File: src/rtl/ysyx_23060201_ctrl.sv
// Multi-cycle processor control FSM: sequences fetch, decode, execute,
// memory access and write-back. It also tracks cycle and retired-instruction
// counts, and bounds how long it waits on the fetch and load/store units.
module ysyx_23060201_ctrl #(
  parameter int unsigned MEM_TIMEOUT = 255
) (
  input  logic        clk,
  input  logic        rst,
  output logic        ifu_req,
  input  logic        ifu_valid,
  input  logic [6:0]  inst_op,
  input  logic [2:0]  inst_func3,
  output logic        ir_wen,
  output logic        lsu_req,
  output logic        lsu_wen,
  input  logic        lsu_done,
  output logic        gpr_wen,
  output logic        pc_wen,
  output logic        halt,
  output logic        err,
  output logic [1:0]  err_code,
  output logic [2:0]  state,
  output logic [31:0] cyc_cnt,
  output logic [31:0] instret
);

  typedef enum logic [2:0] {
    S_IDLE   = 3'd0,
    S_FETCH  = 3'd1,
    S_DECODE = 3'd2,
    S_EXEC   = 3'd3,
    S_MEM    = 3'd4,
    S_WB     = 3'd5,
    S_HALT   = 3'd6,
    S_ERR    = 3'd7
  } state_e;

  localparam logic [6:0] OP_R   = 7'b0110011;
  localparam logic [6:0] OP_I   = 7'b0010011;
  localparam logic [6:0] OP_IL  = 7'b0000011;
  localparam logic [6:0] OP_S   = 7'b0100011;
  localparam logic [6:0] OP_B   = 7'b1100011;
  localparam logic [6:0] OP_U   = 7'b0110111;
  localparam logic [6:0] OP_UPC = 7'b0010111;
  localparam logic [6:0] OP_J   = 7'b1101111;
  localparam logic [6:0] OP_JR  = 7'b1100111;
  localparam logic [6:0] OP_SYS = 7'b1110011;

  localparam logic [1:0] EC_ILLEGAL = 2'b01;
  localparam logic [1:0] EC_FETCH   = 2'b10;
  localparam logic [1:0] EC_LSU     = 2'b11;

  localparam int unsigned WW = (MEM_TIMEOUT < 1) ? 1 : $clog2(MEM_TIMEOUT + 1);

  state_e        state_q, state_d;
  logic [WW-1:0] wait_q, wait_d;
  logic [WW:0]   wait_inc;
  logic          wait_expired;
  logic [31:0]   cyc_q, cyc_d;
  logic [31:0]   instret_q, instret_d;
  logic [1:0]    err_code_q, err_code_d;
  logic          ifu_req_q, ifu_req_d;
  logic          lsu_req_q, lsu_req_d;
  logic          lsu_wen_q, lsu_wen_d;
  logic          gpr_wen_q, gpr_wen_d;
  logic          pc_wen_q, pc_wen_d;
  logic          halt_q, halt_d;
  logic          err_q, err_d;

  logic op_legal, op_mem, op_store, op_writes_rd;

  // Opcode classification of the instruction currently held in the IR.
  always_comb begin
    op_legal     = 1'b0;
    op_writes_rd = 1'b0;
    case (inst_op)
      OP_R, OP_I, OP_IL, OP_U, OP_UPC, OP_J, OP_JR: begin
        op_legal     = 1'b1;
        op_writes_rd = 1'b1;
      end
      OP_S, OP_B, OP_SYS: op_legal = 1'b1;
      default: ;
    endcase
    op_mem   = (inst_op == OP_IL) || (inst_op == OP_S);
    op_store = (inst_op == OP_S);
  end

  // Wait-cycle accounting: the count reaching the limit without a response
  // is a timeout. A response in that same cycle takes priority.
  always_comb begin
    wait_inc     = {1'b0, wait_q} + {{WW{1'b0}}, 1'b1};
    wait_expired = (32'(wait_inc) >= MEM_TIMEOUT);
  end

  // Next-state and next-output computation.
  always_comb begin
    state_d    = state_q;
    wait_d     = wait_q;
    err_code_d = err_code_q;
    cyc_d      = cyc_q + 32'd1;
    instret_d  = instret_q;
    case (state_q)
      S_IDLE: begin
        state_d = S_FETCH;
        wait_d  = '0;
      end
      S_FETCH: begin
        if (ifu_valid) begin
          state_d = S_DECODE;
        end else if (wait_expired) begin
          state_d    = S_ERR;
          err_code_d = EC_FETCH;
        end else begin
          wait_d = wait_inc[WW-1:0];
        end
      end
      S_DECODE: begin
        if (!op_legal || ((inst_op == OP_SYS) && (inst_func3 != 3'b000))) begin
          state_d    = S_ERR;
          err_code_d = EC_ILLEGAL;
        end else if (inst_op == OP_SYS) begin
          state_d = S_HALT;
        end else begin
          state_d = S_EXEC;
        end
      end
      S_EXEC: begin
        if (op_mem) begin
          state_d = S_MEM;
          wait_d  = '0;
        end else begin
          state_d = S_WB;
        end
      end
      S_MEM: begin
        if (lsu_done) begin
          state_d = S_WB;
        end else if (wait_expired) begin
          state_d    = S_ERR;
          err_code_d = EC_LSU;
        end else begin
          wait_d = wait_inc[WW-1:0];
        end
      end
      S_WB: begin
        state_d   = S_FETCH;
        wait_d    = '0;
        instret_d = instret_q + 32'd1;
      end
      S_HALT: state_d = S_HALT;
      S_ERR:  state_d = S_ERR;
      default: state_d = S_ERR;
    endcase

    // Moore outputs are registered from the next state so they line up
    // exactly with the state they belong to.
    ifu_req_d = (state_d == S_FETCH);
    lsu_req_d = (state_d == S_MEM);
    lsu_wen_d = (state_d == S_MEM) && op_store;
    gpr_wen_d = (state_d == S_WB) && op_writes_rd;
    pc_wen_d  = (state_d == S_WB);
    halt_d    = (state_d == S_HALT);
    err_d     = (state_d == S_ERR);
  end

  // State, counters and registered outputs.
  always_ff @(posedge clk) begin
    if (rst) begin
      state_q    <= S_IDLE;
      wait_q     <= '0;
      cyc_q      <= '0;
      instret_q  <= '0;
      err_code_q <= '0;
      ifu_req_q  <= 1'b0;
      lsu_req_q  <= 1'b0;
      lsu_wen_q  <= 1'b0;
      gpr_wen_q  <= 1'b0;
      pc_wen_q   <= 1'b0;
      halt_q     <= 1'b0;
      err_q      <= 1'b0;
    end else begin
      state_q    <= state_d;
      wait_q     <= wait_d;
      cyc_q      <= cyc_d;
      instret_q  <= instret_d;
      err_code_q <= err_code_d;
      ifu_req_q  <= ifu_req_d;
      lsu_req_q  <= lsu_req_d;
      lsu_wen_q  <= lsu_wen_d;
      gpr_wen_q  <= gpr_wen_d;
      pc_wen_q   <= pc_wen_d;
      halt_q     <= halt_d;
      err_q      <= err_d;
    end
  end

  // The IR load strobe follows ifu_valid in the same cycle; it is suppressed during reset.
  always_comb begin
    ir_wen = !rst && (state_q == S_FETCH) && ifu_valid;
  end

  assign ifu_req  = ifu_req_q;
  assign lsu_req  = lsu_req_q;
  assign lsu_wen  = lsu_wen_q;
  assign gpr_wen  = gpr_wen_q;
  assign pc_wen   = pc_wen_q;
  assign halt     = halt_q;
  assign err      = err_q;
  assign err_code = err_code_q;
  assign state    = state_q;
  assign cyc_cnt  = cyc_q;
  assign instret  = instret_q;

endmodule

File: config.mk
export PLATFORM = sky130hd
export DESIGN_NAME = ysyx_23060201_ctrl
export DESIGN_NICKNAME = d
export VERILOG_FILES = /design/src/rtl/ysyx_23060201_ctrl.sv
export SDC_FILE = /design/constraint.sdc
export NUM_CORES = 1
export LEC_CHECK = 0
export CAP_MARGIN = 20
export CORE_MARGIN = 2
export CORE_UTILIZATION = 30
export DETAILED_ROUTE_END_ITERATION = 6
export GPL_TIMING_DRIVEN = 0
export PLACE_DENSITY = 0.5
export SLEW_MARGIN = 10
export SYNTH_ARGS = -nofsm -noshare
export SYNTH_HDL_FRONTEND = slang
export SYNTH_SLANG_ARGS = --single-unit
File: constraint.sdc
create_clock -name clk -period 2.4 [get_ports clk]
set_clock_uncertainty 0.2 [all_clocks]
set_input_delay 0.24 -clock clk [delete_from_list [all_inputs] [get_ports clk]]
set_output_delay 0.24 -clock clk [all_outputs]
set_load 0.01 [all_outputs]
# Word level (Yosys, flattened, before mapping)
# Cells that the tools add are included.
# word_totals
reg_bits	84
inputBits	14
output_inout_bits	77
elab_cells	82
# op_classes
n_eq_ne	28
reduce_logical	18
n_lt_le_gt_ge	1
mux	20
n_addsub	3
# op_table
op	n
32-bit by 1-bit adder with 32-bit output (second input constant)	2
8-bit two-way mux	4
8-bit one-hot mux with 4 select lines	1
7-bit equality test (second input constant)	4
3-bit equality test (second input constant)	8
7-bit by 6-bit equality test with 1-bit output (second input constant)	3
3-bit one-hot mux with 7 select lines	1
3-bit two-way mux	5
7-bit by 5-bit equality test with 1-bit output (second input constant)	2
2-bit inequality test (second input constant)	6
2-bit two-way mux	5
10-bit OR reduction	1
8-bit by 1-bit adder with 9-bit output (second input constant)	1
9-bit by 8-bit >= comparator with 1-bit output (second input constant)	1
7-bit by 2-bit equality test with 1-bit output (second input constant)	1
7-bit OR reduction	1
3-bit by 1-bit equality test with 1-bit output (second input constant)	2
3-bit by 2-bit equality test with 1-bit output (second input constant)	2
2-bit one-hot mux with 3 select lines	1
6-bit AND reduction	1
3-bit nonzero test	2
1-bit logical AND	5
4-bit AND reduction	1
4-bit nonzero test	1
5 further kinds	9

# Depth between registers and ports, before layout
# depth
depth_word	9
ltp_mapped	8

# Worst setup path after synthesis
# Ideal clock, no wire load.
# synth_path
path_type	register to register
startpoint	register wait_q[0]
endpoint	register err_code_q[0], in the netlist err_code[0]
path_stages_with_launch	9
path_slack_ns	0.083
synth_period_minus_slack_ns	2.317
arrival_time_ns	1.985
n_path_buf	1
required_time_ns	2.068
path_cell_list	dfxtp_1 -> ha_1 -> clkbuf_1 -> nor2b_1 -> mux2i_1 -> a2111o_1 -> o2bb2ai_2 -> a2111oi_0 -> o21ai_0
# synth_between
elab_chain_len	4
elab_cells_between_ends	5
# synth_lines
element	line_no	source
start, declared	56	logic [WW-1:0] wait_q, wait_d;
start signal, assigned	183	wait_q <= wait_d;
8-bit by 1-bit adder with 9-bit output (*)	91	wait_inc = {1'b0, wait_q} + {{WW{1'b0}}, 1'b1};
9-bit by 8-bit >= comparator with 1-bit output (*)	92	wait_expired = (32'(wait_inc) >= MEM_TIMEOUT);
2-bit inequality test (no source line)	--	
6-bit AND reduction (no source line) (*)	--	
end signal, assigned	186	err_code_q <= err_code_d;
end, declared	61	logic [1:0] err_code_q, err_code_d;
# Every way passes the cells marked *; elsewhere a longest branch is shown, timed or not.
# A chain may end at the register's enable or synchronous reset.

# Final worst setup path
# Ends and elaborated chain as after synthesis.

==> results.json <==
{
  "routed_wl_um": 11000,
  "cp-start-kind": "flop",
  "drc": 0,
  "via_per_inst": 4.89,
  "area_delta_synth_final_pct": 41.1,
  "clock-sinks": 84,
  "tightest_slew_ns": 0.833,
  "syn_area_per_cell_um2": 8.36,
  "hold_start": "rst",
  "dp_cells": 751,
  "outcome": "completed",
  "ys_warn_count": 0,
  "synth_cells": 486,
  "core_area_um2": 13200,
  "die_h_um": 120,
  "multiInputGateArea_um2": 2400,
  "ir_worst_vdd_mv": 0.301,
  "cts_root_buffer": "clkbuf_16",
  "rr_startpoint": "wait_q[0]",
  "hold-path-cell-count": 3,
  "fin_crit_sh": 0.978,
  "path_buf_inv": 1,
  "async_reset_ff_frac": 0,
  "nets": 617,
  "cts_buffer_depth": 2,
  "grt_remaining_overflow": 0,
  "crit_fanout": 6,
  "fill_cells": 1343,
  "ctsHoldBuffers": 0,
  "die_area_um2": 14500,
  "hold_path_class": "in -> reg",
  "clock_latency_ns": 0.34,
  "fmax_mhz": 426,
  "ys_seq_area_frac": 0.414,
  "endpoint_kind": "flop",
  "use_met3": 0.0443,
  "wl_per_cell_um": 14.1,
  "ys_ff_latch": 84,
  "synthDistinctLibCells": 54,
  "rsz0062_at_grt": "yes",
  "postLayoutCellArea_um2": 5730,
  "rr_endpoint": "err_code[0]",
  "tns_ns": 0,
  "grt_pass1_vias": 3683,
  "rows": 42,
  "vias": 3818,
  "grtUsageMet2": 0.250,
  "p_per_area_nw_per_um2": 528,
  "slew_viol_final": 0,
  "slowest_stage": "or4_1",
  "final_antenna_net_count": 0,
  "path_clk_slew_ns": 0.06,
  "max_cap_viol_count": 0,
  "cts_tree": "yes",
  "drt_iter0_markers": 205,
  "syn-num-nets": 504,
  "diodes": 0,
  "ios": 91,
  "seq_area_um2": 1690,
  "antenna_found_initial": 0,
  "grt_usage": 0.156,
  "p_leak_nw": 2.01,
  "dp.final_hpwl_um": 8070,
  "gp_congestion": 0.797,
  "synth_edf_count": 0,
  "totalPowerFinal_mw": 3.02,
  "htreeDepth": 3,
  "drt_pass1_iterations": 4,
  "worstHoldEndpoint": "err_code[0]",
  "rrSetupSlack_ns": 0.05,
  "critPathMaxStageDelay_ns": 0.54,
  "grt_max_degree": 14,
  "reg2reg_depth": 7,
  "grt_first_pass_wirelength_um": 17900,
  "crit_type": "reg -> reg",
  "busiest_layer": "met2",
  "grt_use_met1": 0.197,
  "setup_viol": 0,
  "drive_gt1_frac": 0.114,
  "stdcell_count": 780,
  "io_buffer_count": 89,
  "post-route-min-period_ns": 2.35,
  "arrival_ns": 2.43,
  "hold_viol_final": 0,
  "critical-path-top-delay-family": "compound AO/OA/AOI/OAI gates",
  "cts_made_buffers": 9,
  "netlist_area_um2": 4060,
  "synth_flop_cell": "dfxtp_1",
  "worst_hold_slack_ns": 0.124,
  "crit_chain": "buf_6 > and2_4 > mux2i_1 > a2111o_1 > o2bb2ai_4 > or4_1 > o21ai_1",
  "relSlewSlack": 0.439,
  "die_x_um": 120,
  "crit_required_ns": 2.48,
  "initial_core_util": 0.307,
  "postPlaceCellArea_um2": 5170
}
==> report_power, final <==
part | internal, mW | total [mW] | leakage [nW] | switching (mW)
sequential | 1.41 | 1.43 | 0.679 | 0.0174
clock | 0.784 | 1.34 | 0.138 | 0.556
combinational | 0.110 | 0.258 | 1.19 | 0.148
total | 2.30 | 3.02 | 2.01 | 0.721
==> layout make-up <==
type,count,share of cell area
Clock inverter,3,0.00349
Clock buffer,13,0.0472
Multi-Input combinational cell,369,0.419
Timing Repair Buffer,103,0.174
Inverter,19,0.0124
Tap cell,176,0.0384
Sequential cell,84,0.295
Buffer,13,0.0103
==> timing repair <==
| item | CTS | global route |
|---|---|---|
| buffers inserted | 4 | 10 |
| setup endpoints to repair | 31 | 35 |
| gates resized for setup | 13 | 23 |
| pin swaps | 2 | 10 |
==> routing by layer <==
| metal | vias up | routed length (um) |
|---|---|---|
| met2 | 102 | 5160 |
| met4 | 0 | 204 |
| met1 | 1777 | 5070 |
| li1 | 1925 | - |
| met5 | - | 0 |
| met3 | 14 | 566 |
==> cell usage after synthesis, types with 11 or more instances <==
library cell | instances | area, um2
nor2_1 | 81 | 304
inv_1 | 19 | 71.3
nand3_1 | 31 | 155
dfxtp_1 | 84 | 1680
nand2_1 | 33 | 124
nand4_1 | 12 | 75.1
o21ai_0 | 17 | 85.1
xnor2_1 | 19 | 166
xor2_1 | 34 | 298
and3_1 | 15 | 93.8
or3_1 | 11 | 68.8
a21oi_1 | 22 | 110
==> worst min-delay path, stage by stage <==
cell     delay, ns
buf_2         0.18
or4_1         0.14
o21ai_1       0.05
==> through the flow <==
step | util | setup slack [ns]
floorplan | - | 0.0835
global placement | 0.391 | -0.234
detailed placement | 0.391 | -0.266
CTS | 0.419 | 0.00952
global route | 0.433 | -0.0501
finish | 0.433 | 0.0516
==> worst max-delay path by stage <==
stage,startpoint,endpoint,slack [ns],depth (start not counted)
global route,wait_q[0],err_code[0],-0.05,7
global placement,wait_q[0],lsu_wen,-0.23,7
detailed placement,wait_q[0],lsu_wen,-0.27,7
floorplan,wait_q[0],err_code[0],0.08,8
CTS,wait_q[1],err_code[0],0.01,7
finish,wait_q[0],err_code[0],0.05,7
==> cells in the final DEF (no fill, tap or decap), types with 12 or more instances in the layout <==
master and n:
xor2_1 34, nor2_1 80, clkdlybuf4s50_1 89, nand2_1 32
and3_1 15, a21oi_1 22, xnor2_1 19, nand3_1 31
dfxtp_1 82, o21ai_0 16, nand4_1 12, inv_1 18
buf_4 14
==> state kept, by name, indices dropped and copies added, names as in the netlist <==
name,flops
err,1
gpr_wen,1
err_code,2
wait_q,8
cyc_cnt,32
instret,32
ifu_req,1
lsu_req,1
state,3
pc_wen,1
lsu_wen,1
halt,1
==> kinds of logic after synthesis <==
logic type / count (synthesis) / share of synthesized area
adder cells (fa/ha/maj): 4 / 0.0123
multiplexers: 1 / 0.00246
AND/OR/NAND/NOR: 238 / 0.303
flip-flops: 84 / 0.414
AO/OA/AOI/OAI: 73 / 0.122
buffers and inverters: 33 / 0.0314
XOR/XNOR: 53 / 0.114
(Power assumes the default switching activity.)
